--- config.mk ---
export PLATFORM = sky130hd
export DESIGN_NAME = rv32i_lsu_flat
export DESIGN_NICKNAME = d
export VERILOG_FILES = /design/src/rtl/rv32i_lsu_if.sv /design/src/rtl/rv32i_lsu.sv /design/src/flat_wrapper.sv
export SDC_FILE = /design/constraint.sdc
export NUM_CORES = 1
export LEC_CHECK = 0
export BUFFER_PORTS_ARGS = -buffer_cell sky130_fd_sc_hd__clkbuf_2
export CAP_MARGIN = 20
export CORE_AREA = 2 2 141 143
export DETAILED_ROUTE_END_ITERATION = 8
export DIE_AREA = 0 0 143 145
export PLACE_DENSITY = 0.58
export SYNTH_ARGS = -nofsm -noshare
export SYNTH_HDL_FRONTEND = slang
export SYNTH_SLANG_ARGS = --single-unit
--- constraint.sdc ---
create_clock -name clk -period 1.92 [get_ports clk]
set_clock_uncertainty 0.2 [all_clocks]
set_input_delay 0.192 -clock clk [delete_from_list [all_inputs] [get_ports clk]]
set_output_delay 0.192 -clock clk [all_outputs]
set_load 0.01 [all_outputs]
--- src/rtl/rv32i_lsu_if.sv ---
// ----------------------------------------------------------------------------
// rv32i_lsu_if -- data-RAM port between the RV32I load/store unit and the RAM.
//
//   d_addr  [29:0]  word address (byte address [31:2])
//   d_be    [3:0]   byte-lane enables
//   d_we            write strobe
//   d_wdata [31:0]  lane-positioned store data
//   d_rdata [31:0]  read data, valid one cycle after d_addr
//
// master: the load/store unit.  slave: the RAM.
// ----------------------------------------------------------------------------
interface rv32i_lsu_if;
    logic [29:0] d_addr;
    logic [3:0]  d_be;
    logic        d_we;
    logic [31:0] d_wdata;
    logic [31:0] d_rdata;

    modport master (
        output d_addr, d_be, d_we, d_wdata,
        input  d_rdata
    );

    modport slave (
        input  d_addr, d_be, d_we, d_wdata,
        output d_rdata
    );
endinterface

--- src/rtl/rv32i_lsu.sv ---
// ----------------------------------------------------------------------------
// rv32i_lsu -- single-cycle RV32I load/store unit (MEM stage).
//
// Drives the data RAM combinationally from the EX-stage operands, registers
// the pipeline payload for one cycle, and aligns / extends the RAM read data
// in the following cycle.  Misaligned accesses are suppressed and raise a
// sticky error flag; illegal funct3 encodings are suppressed silently.
//
// Ports
//   clk, reset          clock, synchronous active-high reset
//   iw_in, pc_in        instruction word / PC from EX
//   alu_in              effective address (or ALU result)
//   rs2_data_in         store source data
//   wb_en_in            writeback enable from EX
//   mem                 data-RAM port (rv32i_lsu_if.master)
//   iw_out, pc_out,
//   alu_out             registered copies of the EX payload
//   wb_en_out           registered writeback enable (killed for bad loads)
//   load_out            registered "instruction is a load"
//   load_data_out       aligned, extended load value
//   misalign_err        sticky misaligned-access flag
// ----------------------------------------------------------------------------
module rv32i_lsu (
    input  logic               clk,
    input  logic               reset,
    input  logic [31:0]        iw_in,
    input  logic [31:0]        pc_in,
    input  logic [31:0]        alu_in,
    input  logic [31:0]        rs2_data_in,
    input  logic               wb_en_in,
    rv32i_lsu_if.master        mem,
    output logic [31:0]        iw_out,
    output logic [31:0]        pc_out,
    output logic [31:0]        alu_out,
    output logic               wb_en_out,
    output logic               load_out,
    output logic [31:0]        load_data_out,
    output logic               misalign_err
);

    localparam logic [6:0] OPC_LOAD  = 7'b0000011;
    localparam logic [6:0] OPC_STORE = 7'b0100011;

    // Loads accept LB/LH/LW/LBU/LHU; every other funct3 is illegal.
    function automatic logic load_f3_ok(input logic [2:0] f3);
        return (f3 == 3'b000) || (f3 == 3'b001) || (f3 == 3'b010) ||
               (f3 == 3'b100) || (f3 == 3'b101);
    endfunction

    // funct3[1:0] encodes the access size; bytes are never misaligned.
    function automatic logic is_misaligned(input logic [2:0] f3, input logic [1:0] off);
        case (f3[1:0])
            2'b01:   return off[0];
            2'b10:   return off != 2'b00;
            default: return 1'b0;
        endcase
    endfunction

    // ------------------------------------------------------------------
    // Decode of the access presented this cycle
    // ------------------------------------------------------------------
    logic [2:0] funct3;
    logic       is_load, is_store, load_ok, store_ok, misaligned;

    assign funct3     = iw_in[14:12];
    assign is_load    = iw_in[6:0] == OPC_LOAD;
    assign is_store   = iw_in[6:0] == OPC_STORE;
    assign load_ok    = is_load && load_f3_ok(funct3);
    assign store_ok   = is_store && !funct3[2] && (funct3[1:0] != 2'b11);
    // Illegal encodings never count as misaligned.
    assign misaligned = (load_ok || store_ok) && is_misaligned(funct3, alu_in[1:0]);

    // ------------------------------------------------------------------
    // RAM request (combinational)
    // ------------------------------------------------------------------
    assign mem.d_addr = alu_in[31:2];

    // NOTE: every output of a combinational block gets a default first, so no
    // path through the case/if tree can leave it unassigned and infer a latch.
    always_comb begin
        mem.d_we = 1'b0;
        mem.d_be = 4'b0000;
        if (!reset && !misaligned) begin
            if (store_ok) begin
                mem.d_we = 1'b1;
                case (funct3[1:0])
                    2'b00:   mem.d_be = 4'b0001 << alu_in[1:0];
                    2'b01:   mem.d_be = alu_in[1] ? 4'b1100 : 4'b0011;
                    default: mem.d_be = 4'b1111;
                endcase
            end else if (load_ok) begin
                mem.d_be = 4'b1111;
            end
        end
    end

    always_comb begin
        case (funct3[1:0])
            2'b00:   mem.d_wdata = {4{rs2_data_in[7:0]}};
            2'b01:   mem.d_wdata = {2{rs2_data_in[15:0]}};
            default: mem.d_wdata = rs2_data_in;
        endcase
    end

    // ------------------------------------------------------------------
    // Pipeline registers
    // ------------------------------------------------------------------
    logic [31:0] iw_q, pc_q, alu_q;
    logic        wb_en_q, wb_en_d;
    logic        load_q;
    logic        err_q, err_d;
    logic [2:0]  f3_q;
    logic [1:0]  off_q;

    // A load that will not produce data must not write the register file.
    assign wb_en_d = wb_en_in && !(is_load && (!load_ok || misaligned));
    assign err_d   = err_q || misaligned;

    // NOTE: sequential state uses non-blocking assignments so every register
    // samples the pre-edge value of the others, independent of statement order.
    // NOTE: the reset here is synchronous and covers only a handful of flops;
    // there is no storage array in this block that would need clearing.
    always_ff @(posedge clk) begin
        if (reset) begin
            iw_q    <= '0;
            pc_q    <= '0;
            alu_q   <= '0;
            wb_en_q <= 1'b0;
            load_q  <= 1'b0;
            err_q   <= 1'b0;
            f3_q    <= '0;
            off_q   <= '0;
        end else begin
            iw_q    <= iw_in;
            pc_q    <= pc_in;
            alu_q   <= alu_in;
            wb_en_q <= wb_en_d;
            load_q  <= is_load;
            err_q   <= err_d;
            f3_q    <= funct3;
            off_q   <= alu_in[1:0];
        end
    end

    assign iw_out       = iw_q;
    assign pc_out       = pc_q;
    assign alu_out      = alu_q;
    assign wb_en_out    = wb_en_q;
    assign load_out     = load_q;
    assign misalign_err = err_q;

    // ------------------------------------------------------------------
    // Load aligner (cycle N+1, from registered funct3/offset)
    // ------------------------------------------------------------------
    logic        ld_valid;
    logic [7:0]  byte_sel;
    logic [15:0] half_sel;

    assign ld_valid = load_q && load_f3_ok(f3_q) && !is_misaligned(f3_q, off_q);
    assign byte_sel = mem.d_rdata[8*off_q +: 8];
    assign half_sel = off_q[1] ? mem.d_rdata[31:16] : mem.d_rdata[15:0];

    always_comb begin
        load_data_out = '0;
        if (ld_valid) begin
            case (f3_q)
                3'b000:  load_data_out = {{24{byte_sel[7]}}, byte_sel};
                3'b100:  load_data_out = {24'h0, byte_sel};
                3'b001:  load_data_out = {{16{half_sel[15]}}, half_sel};
                3'b101:  load_data_out = {16'h0, half_sel};
                3'b010:  load_data_out = mem.d_rdata;
                default: load_data_out = '0;
            endcase
        end
    end

endmodule

--- src/flat_wrapper.sv ---
// flat-port wrapper written by rule: the top's interface ports become plain ports
module rv32i_lsu_flat 
  (clk, reset, iw_in, pc_in, alu_in, rs2_data_in, wb_en_in, iw_out, pc_out, alu_out, wb_en_out, load_out, load_data_out, misalign_err, mem_d_addr, mem_d_be, mem_d_we, mem_d_wdata, mem_d_rdata);
  rv32i_lsu_if mem_i ();
  input  logic clk;
  input  logic reset;
  input  logic [31:0] iw_in;
  input  logic [31:0] pc_in;
  input  logic [31:0] alu_in;
  input  logic [31:0] rs2_data_in;
  input  logic wb_en_in;
  output logic [31:0] iw_out;
  output logic [31:0] pc_out;
  output logic [31:0] alu_out;
  output logic wb_en_out;
  output logic load_out;
  output logic [31:0] load_data_out;
  output logic misalign_err;
  output wire logic [$bits(mem_i.d_addr)-1:0] mem_d_addr;
  output wire logic [$bits(mem_i.d_be)-1:0] mem_d_be;
  output wire logic [$bits(mem_i.d_we)-1:0] mem_d_we;
  output wire logic [$bits(mem_i.d_wdata)-1:0] mem_d_wdata;
  input wire logic [$bits(mem_i.d_rdata)-1:0] mem_d_rdata;
  assign mem_d_addr = mem_i.d_addr;
  assign mem_d_be = mem_i.d_be;
  assign mem_d_we = mem_i.d_we;
  assign mem_d_wdata = mem_i.d_wdata;
  assign mem_i.d_rdata = mem_d_rdata;
  rv32i_lsu u_core (.clk(clk), .reset(reset), .iw_in(iw_in), .pc_in(pc_in), .alu_in(alu_in), .rs2_data_in(rs2_data_in), .wb_en_in(wb_en_in), .mem(mem_i), .iw_out(iw_out), .pc_out(pc_out), .alu_out(alu_out), .wb_en_out(wb_en_out), .load_out(load_out), .load_data_out(load_data_out), .misalign_err(misalign_err));
endmodule
# After elaboration in Yosys (flattened, before gate mapping)
# Index checks and enable logic that the tools add are counted.
# W data, S select, Z words.
[word_totals] register_bits=104 inputBits=163 out_inout_bits=198 word_cells=69
[op_classes] n_eq_ne=15 shift=2 mux=13 n_reduce_logical=31
[ops] op="$pmux W32 S5" n=1
[ops] op="$pmux W32 S2" n=1
[ops] op="$mux W32" n=1
[ops] op="$shiftx A32 B6 Y8" n=1
[ops] op="$mux W16" n=1
[ops] op="$mux W4" n=4
[ops] op="$eq A3 B3 Y1 const B" n=4
[ops] op="$logic_or A1 B1 Y1" n=11
[ops] op="$logic_and A1 B1 Y1" n=9
[ops] op="$pmux W4 S2" n=1
[ops] op="$eq A7 B2 Y1 const B" n=1
[ops] op="$eq A7 B6 Y1 const B" n=1
[ops] op="$eq A3 B1 Y1 const B" n=2
[ops] op="$eq A3 B2 Y1 const B" n=2
[ops] op="$logic_not A1 Y1" n=6
[ops] op="$logic_not A3 Y1" n=2
[ops] op="$eq A2 B1 Y1 const B" n=2
[ops] op="$eq A2 B2 Y1 const B" n=2
[ops] op="$pmux W1 S2" n=2
[ops] op="$reduce_bool A2 Y1" n=2
[ops] op="$shl A1 B2 Y4 const A" n=1
[ops] op="$logic_not A2 Y1" n=1
[ops] op="$mux W1" n=2
[ops] op="$ne A2 B2 Y1 const B" n=1

# Logic depth before layout (Yosys ltp)
# Gate-level depths: netlist of the first run.
[logic_depth] depth_word=12 depth_mapped=9 depth_no_buf=6

# Worst setup path before layout of the first run
# No wires, ideal clock.
[synth_path] path_type="reg-to-output" startpoint="reg u_core.f3_q[0]" endpoint="out load_data_out[29]" t_arrival_ns=1.608 t_required_ns=1.528 slack_ns=-0.080 path_stages_with_launch=9 path_buffers=2 path_cell_list="dfxtp_1 inv_1 ha_1 and2_1 buf_2 o21a_1 nor2_4 buf_6 a21oi_1"
[synth_via] elab_chain_len=8 word_cells_on_any_way=17 cone_classes="6 x eq/ne; 3 x mux; 8 x reduce/logical"
[synth_rtl] item="start, declared" line="rv32i_lsu.sv:112" text="logic [2:0] f3_q;"
[synth_rtl] item="start signal, assigned" line="rv32i_lsu.sv:140" text="f3_q <= funct3;"
[synth_rtl] item="$eq A3 B1 Y1 or $logic_not A3 Y1 (tied branches)" line="rv32i_lsu.sv:46, rv32i_lsu.sv:166"
[synth_rtl] item="$logic_or A1 B1 Y1 (3 in series)" line="rv32i_lsu.sv:46" text="return (f3 == 3'b000) || (f3 == 3'b001) || (f3 == 3'b010) ||"
[synth_rtl] item="$logic_or A1 B1 Y1" line="rv32i_lsu.sv:47" text="(f3 == 3'b100) || (f3 == 3'b101);"
[synth_rtl] item="$logic_and A1 B1 Y1 (2 in series)" line="rv32i_lsu.sv:159" text="assign ld_valid = load_q && load_f3_ok(f3_q) && !is_misaligned(f3_q, off_q);"
[synth_rtl] item="$mux W32 *" line="rv32i_lsu.sv:165" text="if (ld_valid) begin"
[synth_rtl] item="end, declared" line="flat_wrapper.sv:17" text="output logic [31:0] load_data_out;"
# Every way passes the cells marked *; elsewhere a longest branch is shown, timed or not.

# Final worst setup path of the first run
[layout_path] startpoint="reg u_core.f3_q[1]" endpoint="out load_data_out[10]"
# The elaborated chain is that of the path after synthesis.

==> qor.txt, run 1 <==
Reg-to-reg startpoint: u_core.misalign_err
Most used DFF post-synth: dfxtp_1
Critical Path RT: 1.53 ns
CP endpoint kind: output port
Least-Margin Pin Slew: 0.424 ns
Post-synth EDFFs: 0
Worst Hold End: u_core.f3_q[1]
CTS tree: built
Hold-critical path depth: 4
Detail-routed net length per standard cell: 14.4 um
Starting density of the core: 0.229
Pre-CTS setup slack: -0.119 ns
GRT overflow: 0
Highest clock rate: 448 MHz
Number of global-route vias before repair: 4890
RR Endpoint: u_core.misalign_err
Synthesized Nets: 621
FILL cells: 1886
Cell leakage power: 0.00395 uW
Non-filler cells, final: 1167
GRT Overall Usage: 0.155
Minimum clock period: 2.23 ns
Clock Tree Root: clkbuf_16
Reg2Reg Depth: 2
Num CTS Buffers: 9
I/O Pins: 361
GPL Wtd Cong: 0.830
DRC: 0
Hold Crit Start: iw_in[13]
Clk sink count: 99
Synth cell types: 43
N_diodes: 0
PD cells: 655 nW/um^2
Fin. Hold Viols: 0
Die H: 145 um
WHS: 0.0351 ns
First-pass GRT wire length: 25200 um
Unrepaired setup endpoints after global routing: true
Internal reg-to-reg setup slack: 1.07 ns
Layout area overhead: 85.6%
Placed insts: 1045
CTS HTree Levels: 3
Power Total: 5330 uW
Tcrit/Tclk final: 1.16
DIE AREA: 20700 um^2
CP Launch Type: flop
CP arrival: 1.84 ns
Clk_lat worst skew: 0.34 ns
Rel. slew slack: 0.717
Clock-pin slew on the worst setup and hold paths: 0.07 ns
Kind of critical path: reg2out
Violated checks: negative setup slack
Synthesized area: 4390 um^2
Starting DRC count in detailed routing: 124
Max-cap violation count: 0
Die Wd: 143 um
Fin. max-slew vios: 0
Vias: 4789
Vias per cell: 4.10
Clk buf depth: 2
Async S/R FF share, synth: 0
Fin nets: 1067
Final wirelength: 16900 um
CORE AREA: 19200 um^2
Post-Syn Instances: 451
Post-synthesis sequential area ratio: 0.452
Drt pass-1 iters: 4
Mean Syn Cell Area: 9.73 um^2
Worst IR Drop VDD: 480 uV
Initial antenna violation count: 0
Tightest Hold Check Type: in2reg
Status: finished, violations left
DP HPWL: 12300 um
Worst setup margin: -0.311 ns
Number of synthesized register bits: 99
Largest net degree at the start of global routing: 99
Port Buf Inserts: 360
Row count: 51
Largest fanout on the critical path: 4
Post-route ant nets: 0
# setup viols final: 32
Layout cells sized above 1: 0.570
YS warnings: 0
==> metrics by stage <==
step                       util  TNS [ns]  instance area (um^2)
after floorplan               -    -0.302                  4430
after global placement    0.338    -0.141                  6480
after detailed placement  0.338    -0.451                  6480
after CTS                 0.415    -10.26                  7960
after global routing      0.424    -10.19                  8150
final                     0.424     -7.60                  8150
==> critical path, cell delays in order, from the launching register on <==
cell and delay (ns):
dfxtp_2 0.33, buf_6 0.12, ha_4 0.16, nor2b_4 0.14, a21o_4 0.22, clkbuf_16 0.16
a22oi_2 0.17, a21oi_4 0.08, buf_6 0.12
==> synth_stat cells (2+ instances only) <==
cell type | n | area, um^2
dfxtp_1 | 99 | 1980
a21oi_2 | 19 | 166
inv_1 | 6 | 22.5
o21ai_0 | 2 | 10.0
nand2b_1 | 5 | 31.3
nor2_1 | 9 | 33.8
ha_1 | 7 | 87.6
a32oi_1 | 2 | 17.5
nor2_4 | 3 | 33.8
o21ai_1 | 3 | 15.0
mux2_2 | 17 | 191
nor2b_1 | 95 | 594
buf_6 | 4 | 45.0
a21oi_1 | 18 | 90.1
and2_1 | 3 | 18.8
buf_2 | 9 | 45.0
mux2_1 | 4 | 45.0
nand2_1 | 40 | 150
nor3_1 | 3 | 15.0
clkbuf_1 | 14 | 52.6
a22oi_1 | 21 | 158
a22o_1 | 8 | 70.1
buf_4 | 40 | 300
==> worst max-delay path by stage <==
stage	start	endpoint	slack, ns	cells after the start
floorplan	u_core.f3_q[0]	load_data_out[12]	-0.03	8
global placement	iw_in[12]	mem_d_be[0]	-0.04	8
detailed placement	iw_in[12]	mem_d_be[1]	-0.12	8
CTS	u_core.f3_q[0]	load_data_out[6]	-0.32	7
global route	u_core.f3_q[1]	load_data_out[14]	-0.38	9
finish	u_core.f3_q[1]	load_data_out[10]	-0.31	8
==> metal layers <==
layer,share of wire,global-route usage,vias to the layer above
li1,-,-,2351
met1,0.36,0.155,2179
met2,0.53,0.296,227
met3,0.083,0.0498,32
met4,0.027,0.0564,0
met5,0,0,-
==> cells by family (layout without fill, tap and decap cells) <==
logic type               count (synthesis)  after routing  synth area share
AO/OA/AOI/OAI                           83             83             0.146
AND/OR/NAND/NOR                        167            167             0.219
adder cells (fa/ha/maj)                  7              7            0.0200
buffers and inverters                   73            524             0.106
multiplexers                            22             22            0.0570
flip-flops                              99             99             0.452
==> power by group <==
group	switching [uW]	internal (uW)
sequential	34.6	2160
combinational	568	648
clock	877	1050
==> repair_timing <==
action                     in CTS  in global routing
hold buffers                   96                  0
gates cloned                    1                  1
pin swaps                       6                  8
buffers inserted                4                  5
hold endpoints to repair       96                  0
setup endpoints to repair      37                 53
resized for setup              34                 61
==> placed cells by master (no fill, tap or decap), types with 2 or more instances in the layout <==
| master | count |
|---|---|
| clkbuf_2 | 330 |
| dfxtp_1 | 96 |
| dlygate4sd3_1 | 95 |
| nor2b_1 | 94 |
| nand2_1 | 40 |
| buf_4 | 36 |
| a21oi_2 | 26 |
| buf_2 | 25 |
| mux2_2 | 17 |
| a22oi_1 | 14 |
| clkbuf_16 | 10 |
| nor2_1 | 9 |
| a22o_1 | 8 |
| a21oi_1 | 8 |
| a22oi_2 | 7 |
| ha_4 | 7 |
| buf_12 | 7 |
| buf_6 | 6 |
| mux2_1 | 4 |
| nor2_4 | 3 |
| nor3_1 | 3 |
| a21oi_4 | 3 |
| inv_4 | 2 |
| nand2b_2 | 2 |
| and2_4 | 2 |
| o21ai_2 | 2 |
| nor2b_4 | 2 |
| inv_1 | 2 |
| inv_8 | 2 |
| nand2b_1 | 2 |
| clkinvlp_4 | 2 |
| clkinv_8 | 2 |
| dfxtp_2 | 2 |
==> state kept, by name, indices dropped and copies added, names as in the netlist <==
register             cells
u_core.misalign_err      1
u_core.f3_q              2
u_core.load_out          1
u_core.wb_en_out         1
u_core.off_q             1
u_core.pc_out           32
u_core.iw_out           30
u_core.alu_out          31
==> layout make-up <==
cell class | instances | area [um^2] | share of cell area
clock buffers | 9 | 225 | 0.0276
clock inverters | 7 | 97.6 | 0.0120
inverters | 6 | 35.0 | 0.00430
multi-input cells | 279 | 2200 | 0.270
flip-flops and latches | 99 | 1990 | 0.244
well taps | 265 | 332 | 0.0407
repair buffers | 502 | 3270 | 0.401
Note: power is estimated with default switching activity, not from simulation.
==> run 2: changes to the inputs <==
- HOLD_SLACK_MARGIN: not set -> 0.12
==> run 2 against run 1 <==
Compared with the run above: the run still ends with negative setup slack left; fmax about the same; die area unchanged; core utilization increased by 0.31 points; sequential power about the same; flip-flop and latch count unchanged; cell count increased by 0.26%; via count increased by 0.31%; worst hold slack improved by 0.12 ns; combinational power about the same; critical endpoint unchanged; largest cell class unchanged.
==> qor.txt, run 2 (synthesis gave the netlist of run 1 again) <==
Initial antenna violation count: 0
Num CTS Buffers: 9
Fin. Hold Viols: 0
Hold Crit Start: reset
Internal reg-to-reg setup slack: 1.07 ns
WHS: 0.153 ns
Final wirelength: 17000 um
Largest fanout on the critical path: 4
Tightest Hold Check Type: in2reg
DP HPWL: 12300 um
# setup viols final: 32
Port Buf Inserts: 360
Power Total: 5350 uW
Fin. max-slew vios: 0
Final instance area: 8210 um^2
Rel. slew slack: 0.709
CP Launch Type: flop
Core Util, Final: 0.427
Number of global-route vias before repair: 4902
Starting DRC count in detailed routing: 152
Fin nets: 1070
I/O Pins: 361
Row count: 51
Most frequent cells in the layout: 331 x clkbuf_2, 97 x dlygate4sd3_1, 96 x dfxtp_1, 94 x nor2b_1, 40 x nand2_1
DIE AREA: 20700 um^2
Status: finished, violations left
Least-Margin Pin Slew: 0.437 ns
Largest net degree at the start of global routing: 99
Crit path top cell by count: buf_6
Clk buf depth: 2
RR Endpoint: u_core.misalign_err
Worst Hold End: u_core.iw_out[5]
Die Wd: 143 um
Die H: 145 um
Comb pwr share: 0.230
Starting density of the core: 0.229
Tcrit/Tclk final: 1.16
Worst IR Drop VDD: 480 uV
Vias: 4804
P_sw: 1480 uW
Worst setup margin: -0.311 ns
Reg2Reg Depth: 2
Clk pwr share: 0.360
N_diodes: 0
Crit-path slowest cell: dfxtp_2
Most common cell after layout, fill and taps aside: clkbuf_2
DRC: 0
Seq pwr share: 0.410
Setup TNS: -7.57 ns
Critical Path RT: 1.53 ns
Max reg flops: 32
Highest clock rate: 448 MHz
GPL Wtd Cong: 0.830
PD cells: 652 nW/um^2
Clk_lat worst skew: 0.34 ns
Clock-pin slew on the worst setup and hold paths: 0.07 ns
Reg-to-reg startpoint: u_core.misalign_err
Cell leakage power: 0.00399 uW
Layout cells sized above 1: 0.568
GRT overflow: 0
Max-cap violation count: 0
Hold-critical path depth: 3
Clk sink count: 99
Post-route ant nets: 0
Unrepaired setup endpoints after global routing: true
CTS tree: built
Sw Ratio: 0.277
Critical path, cell by cell: buf_6 > ha_4 > nor2b_4 > a21o_4 > clkbuf_16 > a22oi_2 > a21oi_4 > buf_6
CP top delay family: compound AO/OA/AOI/OAI gates
CP arrival: 1.84 ns
Kind of critical path: reg2out
Layout area overhead: 87.0%
Violated checks: negative setup slack
CTS HTree Levels: 3
GRT Overall Usage: 0.156
Minimum clock period: 2.23 ns
CP endpoint kind: output port
CORE AREA: 19200 um^2
First-pass GRT wire length: 25200 um
WP buf/inv: 3
Drt pass-1 iters: 4
Pint: 3870 uW
Placed inst area: 6480 um^2
Detail-routed net length per standard cell: 14.5 um
Vias per cell: 4.11
Largest stage delay, worst path: 0.33 ns
Clock Tree Root: clkbuf_16
-- run 2: worst max path at each step --
| stage | from | endpoint | slack (ns) | cells after the start |
|---|---|---|---|---|
| finish | u_core.f3_q[1] | load_data_out[10] | -0.31 | 8 |
| global route | u_core.f3_q[1] | load_data_out[14] | -0.38 | 9 |
| CTS | u_core.f3_q[0] | load_data_out[6] | -0.32 | 7 |
| detailed placement | iw_in[12] | mem_d_be[1] | -0.12 | 8 |
| global placement | iw_in[12] | mem_d_be[0] | -0.04 | 8 |
| floorplan | u_core.f3_q[0] | load_data_out[12] | -0.03 | 8 |
-- run 2: routing by layer --
metal  vias to the layer above  part of all wire  track usage
met5                         -                 0            0
met4                         0             0.027       0.0564
met3                        32             0.084       0.0498
met2                       228              0.53        0.296
met1                      2186              0.36        0.155
li1                       2358                 -            -
-- run 2: worst min-delay path, delay by kind of cell --
kind	cells	cell delay, ns
buffers and inverters	2	0.35
AND/OR/NAND/NOR	1	0.12
-- run 2: final cells by class --
type | count | area (um^2)
Inverter | 6 | 40.0
Fill cell | 1880 | 11000
Timing Repair Buffer | 505 | 3320
Sequential cell | 99 | 1990
Multi-Input combinational cell | 279 | 2210
Tap cell | 265 | 332
Clock buffer | 9 | 225
Clock inverter | 7 | 97.6
-- run 2: power groups by stage --
stage / logic, uW / registers, uW / clock network, uW
after floorplan: 447 / 2300 / 0
after global placement: 979 / 2240 / 0
after detailed placement: 983 / 2240 / 0
after CTS: 1170 / 2190 / 1990
after global routing: 1330 / 2210 / 2080
final: 1230 / 2190 / 1920
-- run 2: timing repair --
item | 4_1_cts | 5_1_grt
pin swaps | 6 | 11
hold buffers | 98 | 0
resized for setup | 34 | 61
setup endpoints to repair | 37 | 51
cloned | 1 | 2
hold endpoints to repair | 98 | 0
buffers inserted | 4 | 5
-- run 2: per-stage QoR --
stage          std cells  setup slack (ns)
5_1_grt             1170            -0.382
2_1_floorplan        451           -0.0328
3_5_place_dp        1045            -0.119
4_1_cts             1164            -0.321
6_report            1170            -0.311
3_3_place_gp        1045           -0.0431
==> run 3: changes to the inputs <==
- CORE_AREA: 2 2 141 143 -> 2 2 139 141
- CTS_BUF_LIST: not set -> sky130_fd_sc_hd__clkbuf_4 sky130_fd_sc_hd__clkbuf_8
- DIE_AREA: 0 0 143 145 -> 0 0 141 143
- PLACE_DENSITY: 0.58 -> 0.59
==> run 3 against run 2 <==
Compared with the run above: the run still ends with negative setup slack left; critical path depth did not move; first-iteration DRC count fell by 32%; fmax fell by 4.0%; sequential share of layout area rose by 0.13 points; core utilization rose by 1.2 points; sequential power barely moved; non-clock buffer count rose by 14; routed wire length rose by 2.2%; via count rose by 1.6%; count of clock-buffer cells in the layout did not move; flip-flop and latch count did not move; global-route usage rose by 0.91 points; largest cell class unchanged.
==> qor.txt, run 3 (synthesis gave the netlist of run 1 again) <==
Initial antenna violation count: 0
Most common cell after layout, fill and taps aside: clkbuf_2
Clk sink count: 99
Clock-pin slew on the worst setup and hold paths: 0.11 ns
CP arrival: 1.93 ns
CTS HTree Levels: 3
DP HPWL: 13000 um
Reg-to-reg startpoint: u_core.misalign_err
Detail-routed net length per standard cell: 15.0 um
Tcrit/Tclk final: 1.21
Most frequent cells in the layout: 347 x clkbuf_2, 98 x dlygate4sd3_1, 96 x dfxtp_1, 94 x nor2b_1, 47 x buf_4
Highest clock rate: 430 MHz
CP Launch Type: flop
Number of global-route vias before repair: 4909
Busiest grt layer: met2
Fin. Hold Viols: 0
Post-route ant nets: 0
Violated checks: negative setup slack
FILL cells: 1749
WHS: 0.150 ns
GR Util met1: 0.170
CTS tree: built
GRT overflow: 0
Hold Crit Start: iw_in[5]
Die H: 143 um
Tightest Hold Check Type: in2reg
Drt pass-1 iters: 4
Crit-path slowest cell: dfxtp_2
Clk_lat worst skew: 0.37 ns
Met2 usage: 0.319
Clock Tree Root: clkbuf_8
I/O Pins: 361
Rel. slew slack: 0.728
Unrepaired setup endpoints after global routing: true
Starting DRC count in detailed routing: 103
Core Util, Final: 0.439
Worst IR Drop VDD: 495 uV
Row count: 50
Internal reg-to-reg setup slack: 1.06 ns
CORE AREA: 18600 um^2
Least-Margin Pin Slew: 0.408 ns
Minimum clock period: 2.32 ns
Largest fanout on the critical path: 4
Max-cap violation count: 0
Num CTS Buffers: 9
Worst setup margin: -0.405 ns
Layout area overhead: 86.0%
RR Endpoint: u_core.misalign_err
Port Buf Inserts: 360
DRC: 0
Starting density of the core: 0.236
Crit path top cell by count: buf_6
Critical Path RT: 1.53 ns
Multi-input logic area: 2240 um^2
Die Wd: 141 um
M3 GR Usage: 0.0426
Cell leakage power: 0.00398 uW
Final wirelength: 17300 um
Vias: 4882
N_diodes: 0
Status: finished, violations left
Critical path, cell by cell: buf_6 > ha_4 > nor2b_4 > o311ai_4 > buf_6 > buf_6 > a21oi_2 > buf_2
Hold-critical path depth: 4
# setup viols final: 32
Largest net degree at the start of global routing: 99
Seq. cell area: 1990 um^2
DIE AREA: 20200 um^2
Power Total: 4870 uW
Largest stage delay, worst path: 0.36 ns
CP endpoint kind: output port
GPL Wtd Cong: 0.845
First-pass GRT wire length: 25900 um
Kind of critical path: reg2out
Worst Setup SP: u_core.f3_q[1]
Clk buf depth: 2
Layout cells sized above 1: 0.584
Fin. max-slew vios: 0
PD cells: 596 nW/um^2
Worst Setup EP: load_data_out[7]
Vias per cell: 4.23
Fin nets: 1084
GRT Overall Usage: 0.165
Reg2Reg Depth: 2
Setup TNS: -10.82 ns
Max reg flops: 32
[run 3: cell count changes in the layout (fill, tap and decap cells not counted), moves of 6 or more]
cell and delta:
clkbuf_16 -10, buf_2 -15, buf_4 +12, a21oi_1 -6
clkbuf_2 +16, a21oi_2 +6, clkbuf_8 +10
[run 3: critical path, delay by kind of cell, from the launching register on]
family          cells  cell delay [ns]
fa+ha+maj           1             0.16
simple gates        1             0.14
compound gates      2             0.35
flops               1             0.36
buf+inv             4             0.54
[run 3: per-stage QoR]
| stage | worst slack (ns) | area, um^2 | instances |
|---|---|---|---|
| floorplan | -0.0328 | 4430 | 451 |
| global placement | -0.0731 | 6470 | 1023 |
| detailed placement | -0.141 | 6470 | 1023 |
| CTS | -0.424 | 8050 | 1150 |
| global route | -0.479 | 8160 | 1153 |
| finish | -0.405 | 8160 | 1153 |
[run 3: timing repair]
item                                    CTS  global route
hold endpoints to repair                 99             1
pin swaps                                13            10
cloned                                    1             0
endpoints found under the setup margin   56            37
hold buffers                             99             1
resized for setup                        56            37
buffers inserted                         11             6
[run 3: where the power goes]
part	internal (uW)	leakage, uW	switching [uW]	total (uW)
Sequential	2160	0.000826	34.6	2200
Clock	536	0.000107	873	1410
Combinational	675	0.00305	589	1260
Total	3370	0.00398	1500	4870
[run 3: area by class of cell]
class,count,area share
Tap cell,234,0.0359
Multi-Input combinational cell,279,0.275
Timing Repair Buffer,519,0.415
Clock buffer,9,0.0152
Clock inverter,7,0.0109
Inverter,6,0.00490
Sequential cell,99,0.244
[run 3: worst min-delay path by stage]
stage / endpoint
after floorplan: u_core.load_out
after global placement: u_core.iw_out[21]
after detailed placement: u_core.pc_out[6]
after CTS: u_core.misalign_err
after global routing: u_core.iw_out[5]
final: u_core.iw_out[5]
[run 3: per-layer routing]
layer	share of wire	up-vias	routed length [um]
met5	0	-	0
met4	0.025	0	440
met3	0.070	28	1210
met2	0.54	231	9390
met1	0.36	2232	6300
li1	-	2391	-
